### src/rtl/load_store_sequencer.sv
// Single-outstanding load/store sequencer between execution and the data-memory port.
// Define MIST1032ISA_LDST_ALIGN_CHECK_EN to fault misaligned half/word accesses instead of issuing them.
module load_store_sequencer #(
  parameter int P_ADDR_W = 32,
  parameter int P_DATA_W = 32
) (
  input  logic                iCLOCK,
  input  logic                iRESET_SYNC,
  input  logic                iFLUSH,
  input  logic                iEXE_REQ,
  output logic                oEXE_BUSY,
  input  logic                iEXE_RW,
  input  logic [1:0]          iEXE_SIZE,
  input  logic [3:0]          iEXE_AFE_CODE,
  input  logic [P_ADDR_W-1:0] iEXE_ADDR,
  input  logic [P_DATA_W-1:0] iEXE_DATA,
  output logic                oMEM_REQ,
  input  logic                iMEM_BUSY,
  output logic                oMEM_RW,
  output logic [P_ADDR_W-1:0] oMEM_ADDR,
  output logic [3:0]          oMEM_MASK,
  output logic [P_DATA_W-1:0] oMEM_DATA,
  input  logic                iMEM_VALID,
  input  logic [P_DATA_W-1:0] iMEM_DATA,
  output logic                oDONE_VALID,
  output logic [P_DATA_W-1:0] oDONE_DATA,
  output logic                oDONE_FAULT
);

  localparam logic [3:0] AFE_LDST_NONE      = 4'h0;
  localparam logic [3:0] AFE_LDST_SEXT8_32  = 4'h1;
  localparam logic [3:0] AFE_LDST_SEXT16_32 = 4'h2;

  typedef enum logic [1:0] {ST_IDLE, ST_REQ, ST_WAIT, ST_DRAIN} state_t;

  state_t        state;
  logic          req_rw;
  logic [1:0]    req_size;
  logic [3:0]    req_afe;
  logic [1:0]    req_lane;

  logic          accept;
  logic          misaligned_c;
  logic [3:0]    mask_c;
  logic [P_DATA_W-1:0] wdata_c;

  assign accept = iEXE_REQ && !oEXE_BUSY && !iFLUSH && (state == ST_IDLE);

`ifdef MIST1032ISA_LDST_ALIGN_CHECK_EN
  // Size 3 is treated as a word, so bit 1 of the size covers both word encodings.
  assign misaligned_c = ((iEXE_SIZE == 2'd1) && iEXE_ADDR[0]) ||
                        (iEXE_SIZE[1] && (iEXE_ADDR[1:0] != 2'b00));
`else
  assign misaligned_c = 1'b0;
`endif

  // NOTE: every always_comb output gets a default first so no latch is inferred.
  always_comb begin
    mask_c  = 4'b1111;
    wdata_c = iEXE_DATA;
    case (iEXE_SIZE)
      2'd0: begin
        mask_c  = 4'b0001 << iEXE_ADDR[1:0];
        wdata_c = {4{iEXE_DATA[7:0]}};
      end
      2'd1: begin
        mask_c  = 4'b0011 << {iEXE_ADDR[1], 1'b0};
        wdata_c = {2{iEXE_DATA[15:0]}};
      end
      default: ;
    endcase
  end

  // Lane-align the read word, zero-fill to the access size, then apply the AFE.
  function automatic logic [P_DATA_W-1:0] align_load(
    input logic [P_DATA_W-1:0] d,
    input logic [1:0]          size,
    input logic [1:0]          lane,
    input logic [3:0]          afe
  );
    logic [P_DATA_W-1:0] s;
    case (size)
      2'd0:    s = (d >> {lane, 3'b000}) & 32'h0000_00FF;
      2'd1:    s = (d >> {lane[1], 4'b0000}) & 32'h0000_FFFF;
      default: s = d;
    endcase
    case (afe)
      AFE_LDST_SEXT8_32:  s = {{24{s[7]}}, s[7:0]};
      AFE_LDST_SEXT16_32: s = {{16{s[15]}}, s[15:0]};
      AFE_LDST_NONE:      ;
      default:            ;
    endcase
    return s;
  endfunction

  // NOTE: all state and registered outputs use non-blocking assignments.
  always_ff @(posedge iCLOCK) begin
    if (iRESET_SYNC) begin
      state       <= ST_IDLE;
      oEXE_BUSY   <= 1'b0;
      oMEM_REQ    <= 1'b0;
      oMEM_RW     <= 1'b0;
      oMEM_ADDR   <= '0;
      oMEM_MASK   <= 4'b0000;
      oMEM_DATA   <= '0;
      oDONE_VALID <= 1'b0;
      oDONE_DATA  <= '0;
      oDONE_FAULT <= 1'b0;
      req_rw      <= 1'b0;
      req_size    <= 2'd0;
      req_afe     <= 4'h0;
      req_lane    <= 2'd0;
    end else begin
      oDONE_VALID <= 1'b0;
      oDONE_FAULT <= 1'b0;
      case (state)
        ST_IDLE: begin
          if (accept) begin
            req_rw   <= iEXE_RW;
            req_size <= iEXE_SIZE;
            req_afe  <= iEXE_AFE_CODE;
            req_lane <= iEXE_ADDR[1:0];
            if (misaligned_c) begin
              oDONE_VALID <= 1'b1;
              oDONE_FAULT <= 1'b1;
              oDONE_DATA  <= '0;
            end else begin
              state     <= ST_REQ;
              oEXE_BUSY <= 1'b1;
              oMEM_REQ  <= 1'b1;
              oMEM_RW   <= iEXE_RW;
              oMEM_ADDR <= {iEXE_ADDR[P_ADDR_W-1:2], 2'b00};
              oMEM_MASK <= mask_c;
              oMEM_DATA <= wdata_c;
            end
          end
        end
        ST_REQ: begin
          if (!iMEM_BUSY) begin
            // Handshake taken: a flush now must still swallow the response.
            oMEM_REQ <= 1'b0;
            state    <= iFLUSH ? ST_DRAIN : ST_WAIT;
          end else if (iFLUSH) begin
            oMEM_REQ  <= 1'b0;
            oEXE_BUSY <= 1'b0;
            state     <= ST_IDLE;
          end
        end
        ST_WAIT: begin
          if (iMEM_VALID) begin
            state     <= ST_IDLE;
            oEXE_BUSY <= 1'b0;
            if (!iFLUSH) begin
              oDONE_VALID <= 1'b1;
              oDONE_DATA  <= req_rw ? '0 : align_load(iMEM_DATA, req_size, req_lane, req_afe);
            end
          end else if (iFLUSH) begin
            state <= ST_DRAIN;
          end
        end
        ST_DRAIN: begin
          if (iMEM_VALID) begin
            state     <= ST_IDLE;
            oEXE_BUSY <= 1'b0;
          end
        end
        default: state <= ST_IDLE;
      endcase
    end
  end

endmodule

### config.mk
export PLATFORM = sky130hd
export DESIGN_NAME = load_store_sequencer
export DESIGN_NICKNAME = d
export VERILOG_FILES = /design/src/rtl/load_store_sequencer.sv
export SDC_FILE = /design/constraint.sdc
export NUM_CORES = 1
export LEC_CHECK = 0
export CAP_MARGIN = 20
export CORE_MARGIN = 2
export CORE_UTILIZATION = 45
export DETAILED_ROUTE_END_ITERATION = 12
export PLACE_DENSITY = 0.86
export SYNTH_ARGS = -nofsm -noshare
export SYNTH_HDL_FRONTEND = slang
export SYNTH_SLANG_ARGS = --single-unit
### constraint.sdc
create_clock -name iCLOCK -period 6.3 [get_ports iCLOCK]
set_input_delay 0.945 -clock iCLOCK [delete_from_list [all_inputs] [get_ports iCLOCK]]
set_output_delay 0.945 -clock iCLOCK [all_outputs]
set_load 0.05 [all_outputs]
## Word-level counts from Yosys, hierarchy flattened

Cells that the tools add are included.

- Bits in writable memories: 0
- Logic and storage cells: 70
- ROM bits: 0
- Flip-flop bits (word level): 112
- Memories kept: 0
- Bits in latches: 0

- Bitwise gates (word level): 3
- Shift-type cells: 4
- Multipliers: 0
- Reductions and logical operators: 16
- Equal/unequal tests: 14
- $lt $le $gt $ge: 0
- $add $sub $neg: 0
- Mux-type cells: 21
- Divide/modulo/power cells: 0

Operators by type and width:

| kind | count |
|---|---|
| one-hot mux 32 bit (2 select lines) | 3 |
| two-way mux 32 bit | 1 |
| right shift 32 x 5 -> 16 bit | 1 |
| right shift 32 x 5 -> 8 bit | 1 |
| two-way mux 2 bit | 6 |
| inequality test 2 bit (second input constant) | 4 |
| one-hot mux 2 bit (4 select lines) | 1 |
| one-hot mux 4 bit (2 select lines) | 1 |
| AND reduction 4 bit | 2 |
| two-way mux 1 bit | 7 |
| equality test 2 x 1 -> 1 bit (second input constant) | 3 |
| zero test 2 bit | 3 |
| inequality test 3 bit (second input constant) | 2 |
| AND reduction 3 bit | 2 |
| equality test 2 bit (second input constant) | 2 |
| equality test 4 x 1 -> 1 bit (second input constant) | 1 |
| equality test 4 x 2 -> 1 bit (second input constant) | 1 |
| left shift 1 x 2 -> 4 bit (first input constant) | 1 |
| left shift 2 x 2 -> 4 bit (first input constant) | 1 |
| logical AND 1 bit | 3 |
| inverter 1 bit | 3 |
| one-hot mux 1 bit (3 select lines) | 1 |
| OR reduction 3 bit | 1 |
| zero test 1 bit | 2 |
| other kinds (5) | 5 |

## Depth between registers and ports, before layout

Gate-level depths: netlist (run 1).

- Word-level depth: 6
- Depth in mapped cells: 8
- Depth with buffers taken out: 5

## Worst setup path after synthesis (run 1)

OpenSTA, ideal clock, no wires.

- Path type: input-to-reg
- Start point: input port iRESET_SYNC
- End point: register oDONE_DATA[22]
- Slack: 3638 ps
- Stages on the path: 7
- Buffers on the path: 3
- Data required time: 6241 ps
- Data arrival time: 2603 ps
- Cells stage by stage: clkbuf_1 or3_1 buf_6 a31o_4 a2111oi_4 buf_6 a221o_2

RTL lines:

| item | RTL line | RTL |
|---|---|---|
| from (decl) | 8 | `input logic iRESET_SYNC,` |
| to (signal assigned) | 155 | `oDONE_DATA <= req_rw ? '0 : align_load(iMEM_DATA, req_size, req_lane, req_afe);` |
| to (decl) | 26 | `output logic [P_DATA_W-1:0] oDONE_DATA,` |

## Worst setup path after layout (run 1)

- Start point: input port iFLUSH
- End point: register oMEM_DATA[19]

- Word-level cells in the longest chain between the ends: 4

RTL lines:

| item | RTL line | RTL |
|---|---|---|
| from (decl) | 9 | `input logic iFLUSH,` |
| zero test 1 bit | -- |  |
| logical AND 1 bit (2 in a row) | 47 | `assign accept = iEXE_REQ && !oEXE_BUSY && !iFLUSH && (state == ST_IDLE);` |
| AND reduction 2 bit (no source line) | -- |  |
| to (signal assigned) | 134 | `oMEM_DATA <= wdata_c;` |
| to (decl) | 22 | `output logic [P_DATA_W-1:0] oMEM_DATA,` |

No other way between the ends.
A chain may end at the register's enable or synchronous reset.

==> results.md, run 1 <==
- Outcome: finished, final reports clean
- Clk pin slew, worst setup/hold paths: 0.11 ns
- Final setup viols: 0
- Num CTS Buffers: 9
- Post-synth EDFFs: 0
- Placed cell area: around 0.0068 mm2
- HPWL Detailed: 10.8 mm
- Final Instance Area: 0.00707 mm2
- Post-synth top flop: dfxtp_1
- Setup repair bufs after CTS: 0
- Fmax: ~280 MHz
- Synth top area cells: dfxtp_1 47%, nand2_1 12%, a21oi_1 7.3%, mux2i_1 4.9%, o21ai_0 4.3%
- Cell area after synthesis: approximately 0.0047 mm2
- P&R area growth vs syn: 49.2%
- Initial antenna violation count: 0
- Post-synthesis sequential area ratio: 47.3%
- Total GRT Usage: 25.5%
- Arrival @ worst endpoint: approximately 3.9 ns
- Max_cap viols: 0
- Detail Route Antenna Nets: 0
- Seq. cell area: ~0.0022 mm2
- Async set-reset flop share out of synthesis: 0%
- Placer congestion estimate: 0.853
- DR WL/cell: 16.7 um
- Vias in the first global route: approximately 4600
- Largest net degree at the start of global routing: 83
- Crit path max fanout: 48
- Worst setup SP type: input pin
- # hold bufs at CTS: 0
- Drt drc: 0
- Area leader, netlist: dfxtp_1
- Slew Viols, Final: 0
- Crit path required time: 6.60 ns
- Initial core utilization: 46.1%
- Global-route wire length before repair: 23.1 mm
- Synth unique cells: 40
- Max_slew headroom: 34.9%
- Final Hold Viols: 0
- Share of Yosys cell area claimed by the top area cell type: 47.3%
- Vias per inst: 5.51
- RSZ-0062 raised after global routing: false
- Total I/O pin count: 214
- Pwr Density: 245 mW/mm2
- I/O Buffers: 210
- Share of layout cells above drive strength 1: under 10%
- Final Skew: 0.0116 ns
- Post-Route WL: 14.9 mm
- Grt ovf: 0
- CTS tree: yes
- Hold slack: 0.461 ns
- Multi-input logic area: 0.00225 mm2
- Mapped Cells: between 500 and 600
- Synthesized area per cell: 8.23 um2
- Tcrit/Tclk final: 57.4%
- Setup TNS: 0 ns
- Lkg Pwr: about 2.6 nW
- H-tree depth: 3
- Worst slew pin tran: a little under 1 ns
- Root Buffer: clkbuf_8
- Clk sinks: 112
- Antenna Cells: 0
- # resized after CTS: 0
- DR pass1 iterations: 5
- Synthesis Warnings: 0
- Die width: 107 um
- Register bit total from synthesis: approximately 110
- Initial DRC count: ~250
- Clock buffer depth: 2
- Crit path time final: 3.61 ns
- Num rows: 37
- Worst vdd ir: 0.000187 V
- Crit end category: flop
- Worst Hold Class: flop to flop
- Vias: slightly below 5000
- Worst skew pair latency: 0.38 ns
- Nets@finish: between 800 and 900
- Die Footprint: ~0.011 mm2
- CP Class: input pin to flop
- FILL cells: just over 800
- Die height: 107 um
- Core area: 0.0103 mm2
[critical path: stages]
cell and delay, ns:
clkdlybuf4s50_1 0.51, nor4b_1 0.76, and2_2 0.79, buf_4 0.54
nor2_1 0.09, a211oi_1 0.24
[Yosys cell counts, types with 2 or more instances]
cell type  instances
buf_2              3
a311oi_1           8
buf_1              3
dfxtp_1          112
buf_6              2
a221o_1            7
nor2b_1            4
inv_1              9
nand2_1          151
a221o_2           10
a21oi_1           69
and2_1             2
nor3_1             7
and3b_1            2
a211oi_1          12
nor2_1            26
o22ai_1            7
o21ai_0           41
clkbuf_1          38
a22oi_1            8
buf_4              4
a221oi_1           7
nand2b_1           5
mux2i_1           23
[metrics by stage]
step	total power, mW	std cells	util [%]	setup WS (ns)
floorplan	1.08	578	-	3.64
global placement	1.25	877	66.4	2.54
detailed placement	1.26	877	66.4	2.37
CTS	1.73	893	68.5	2.76
global route	1.80	895	68.8	2.51
finish	1.73	895	68.8	2.69
[power breakdown]
part           leakage, nW  switching [mW]  internal [mW]
clock network        0.114           0.247          0.225
registers            0.911          0.0331          0.752
logic                 1.55           0.287          0.184
total                 2.57           0.567           1.16
[layer usage]
layer | vias to the layer above | track usage, % | routed length (um)
met3 | 25 | 7.11 | 1430
met4 | 0 | 9.28 | 351
met5 | - | 0 | 0
met1 | 2299 | 31.4 | 5900
met2 | 252 | 42.7 | 7230
li1 | 2357 | - | -
[area by class of cell]
class	instances	share of cell area, %
clock inverters	7	1.31
flip-flops and latches	112	31.7
inverters	9	0.478
repair buffers	215	30.4
clock buffers	9	1.75
well taps	136	2.41
multi-input cells	407	31.9
[registers in the layout (all words and copies together) (netlist names)]
name / cells
oDONE_VALID: 1
req_rw: 1
req_lane: 2
state: 2
oMEM_REQ: 1
oMEM_DATA: 32
oMEM_ADDR: 30
req_afe: 4
oEXE_BUSY: 1
oMEM_MASK: 4
req_size: 2
oDONE_DATA: 32
[logic make-up (layout without fill, tap and decap cells)]
logic type	Yosys count	in the layout	share of synthesized area, %
xor gates and xnor gates	2	2	0.370
muxes	24	24	5.10
AOI/OAI and AO/OA	175	175	24.0
buffers and inverters	59	240	5.39
other	1	3	0.0791
and+or+nand+nor	203	203	17.8
DFF	112	112	47.3
[final timing paths]
kind	to	cells past startpoint	slack (ns)	startpoint
worst max register to register	oDONE_DATA[30]	5	3.18	req_size[1]
worst min-delay path	oMEM_ADDR[10]	2	0.46	oMEM_ADDR[10]
worst min register to register	oMEM_ADDR[10]	2	0.46	oMEM_ADDR[10]
worst max-delay path	oMEM_DATA[19]	6	2.69	iFLUSH
[placed cells by master (no fill, tap or decap), drive strengths merged, types with 8 or more instances in the layout]
master / synthesis / final
mux2i: 23 / 23
clkbuf: 38 / 9
nor2: 26 / 26
a21oi: 69 / 69
a311oi: 8 / 8
a221o: 17 / 17
a22oi: 8 / 8
inv: 9 / 11
clkdlybuf4s50: 0 / 209
nand2: 151 / 151
dfxtp: 112 / 112
o21ai: 41 / 41
a211oi: 12 / 12
No activity file was read; power rests on OpenSTA's default activity.
==> run 2, diff against run 1 <==
Settings changed: CORE_UTILIZATION 45 to 38, PLACE_DENSITY 0.86 to 0.77.
Clock period 6.3 ns to 2.94 ns, I/O delays scaled along.
==> run 2 against run 1 <==
Effect of this change:
- clock power increased to 2.6 times the previous value
- highest routed layer unchanged
- critical path depth stayed put
- wire length up 1.5%
- via count decreased by 2.3%
==> results.md, run 2 (synthesis gave the netlist of run 1 again) <==
- Outcome: finished, final reports clean
- Commonest non-fill, non-tap cell in the layout: clkdlybuf4s50_1
- Crit path max fanout: 17 (-65%)
- Vias in the first global route: 4713 (+2.9%)
- Commonest cells after routing, fill and taps aside: 209 x clkdlybuf4s50_1, 150 x nand2_1, 112 x dfxtp_1
- Worst Hold Class: flop to flop
- Worst slew pin tran: 0.854 ns (-0.122 ns)
- Largest regs: oDONE_DATA: 32 flops, oMEM_DATA: 32 flops, oMEM_ADDR: 30 flops
- I/O Buffers: 210 (unchanged)
- DR pass1 iterations: 4 (-1)
- Pwr Density: 538 mW/mm2 (+120%)
- Initial core utilization: 39.1% (-7.0 points)
- Worst vdd ir: 0.000339 V (+82%)
- CP Class: flop to flop
- Detail Route Antenna Nets: 0 (unchanged)
- H-tree depth: 3 (unchanged)
- Clock buffer depth: 2 (unchanged)
- Share of layout cells above drive strength 1: 6.37% (+1.2 points)
- Fmax: 409 MHz
- Total GRT Usage: 22.4% (-3.1 points)
- Final Hold Viols: 0 (unchanged)
- Multi-input logic area: 0.00225 mm2 (unchanged)
- Die height: 116 um (+8.5%)
- # hold bufs at CTS: 0 (unchanged)
- Die Footprint: 0.0134 mm2 (+18%)
- Core area: 0.0121 mm2 (+18%)
- DR WL/cell: 16.1 um (-3.1%)
- Vias per inst: 5.14 (-6.7%)
- Arrival @ worst endpoint: 2.74 ns (-1.17 ns)
- Clk pin slew, worst setup/hold paths: 0.07 ns (-0.04 ns)
- Clk sinks: 112 (unchanged)
- RSZ-0062 raised after global routing: false
- Total I/O pin count: 214 (unchanged)
- Crit end category: flop
- P&R area growth vs syn: 53.3%
- Setup repair bufs after CTS: 0 (unchanged)
- Slew Viols, Final: 0 (unchanged)
- Final core utilization: 60.0% (-8.8 points)
- Setup TNS: 0 ns (unchanged)
- Nets@finish: 874 (+1.3%)
- Max_slew headroom: 43.1% (+8.2 points)
- # resized after CTS: 0 (unchanged)
- Placer congestion estimate: 0.893 (+4.6%)
- Lkg Pwr: 2.65 nW (+3.2%)
- Final Skew: 0.00907 ns (-0.00252 ns)
- Worst skew pair latency: 0.35 ns (-0.03 ns)
- Initial DRC count: 482 (+91%)
- Root Buffer: clkbuf_16
- Worst setup SP type: flop
- Num rows: 40 (+8.1%)
- Largest net degree at the start of global routing: 81 (-2.4%)
- Max_cap viols: 0 (unchanged)
- Initial antenna violation count: 0 (unchanged)
- FILL cells: 1081 (+31%)
- Final setup viols: 0 (unchanged)
- Num CTS Buffers: 9 (unchanged)
- Tcrit/Tclk final: 83.1%
- Die width: 116 um (+8.5%)
- Vias: 4822 (-2.3%)
- R2R setup slack: 0.50 ns (-2.68 ns)
- Seq. cell area: 0.00224 mm2 (unchanged)
- Drt drc: 0 (unchanged)
- Post-Route WL: 15.1 mm (+1.5%)
- Crit path required time: 3.23 ns (-3.37 ns)
- HPWL Detailed: 11.1 mm (+3.3%)
- CTS tree: yes
- Global-route wire length before repair: 23.7 mm (+2.7%)
- Crit path time final: ~2.4 ns
- Grt ovf: 0 (unchanged)
run 2: changes by cell type in the layout (fill, tap and decap cells not counted):
cell        before  now
diode_2          0    1
clkinvlp_4       0    1
inv_6            2    0
clkbuf_16        0    9
bufinv_16        2    0
clkinv_2         3    1
buf_4            3   15
clkbuf_8         9    4
buf_6            1    0
run 2: path summary, 6_finish.rpt:
path                      from        endpoint  depth (start not counted)
setup / recovery   req_size[1]  oDONE_DATA[20]                          6
hold / removal    oMEM_ADDR[6]    oMEM_ADDR[6]                          2
setup reg to reg   req_size[1]  oDONE_DATA[20]                          6
hold reg to reg   oMEM_ADDR[6]    oMEM_ADDR[6]                          2
run 2: power by group:
group | internal, mW | total [mW] | switching, mW
combinational | 0.405 | 1.02 | 0.616
sequential | 1.61 | 1.68 | 0.0670
clock | 0.663 | 1.21 | 0.547
run 2: metal layers:
metal  share of wire [%]  track usage (%)  vias up  wire length (um)
li1                    -                -     2374                 -
met1                  42             27.3     2243              6390
met2                  47             37.3      189              7060
met3                 9.7             8.42       16              1470
met4                 1.4             5.71        0               211
met5                   0                0        -                 0
run 2: critical path, stage by stage, from the launching register on:
cell and delay, ns:
dfxtp_1 0.61, nand2b_1 0.37, a21oi_1 0.12, or4b_1 0.52, a2111oi_4 0.36, buf_4 0.26
a221o_1 0.14
run 2: area by class of cell:
type                       instances  share of cell area [%]
tap                              168                    2.89
inverter                           9                   0.465
antenna                            1                  0.0344
multi-input combinational        407                    31.0
sequential                       112                    30.9
clock buffer                      13                    3.86
timing repair buffer             226                    30.7
clock inverter                     2                   0.172
run 2: per-stage QoR:
stage	total power [mW]	setup slack [ns]	area, um2	std cells	hold WS [ns]
after floorplan	2.31	0.782	4750	578	0.444
after global placement	2.71	0.233	6970	922	0.441
after detailed placement	2.73	0.193	6970	922	0.449
after CTS	3.93	0.533	7260	937	0.458
after global routing	4.08	0.357	7260	937	0.471
final	3.91	0.496	7270	938	0.457
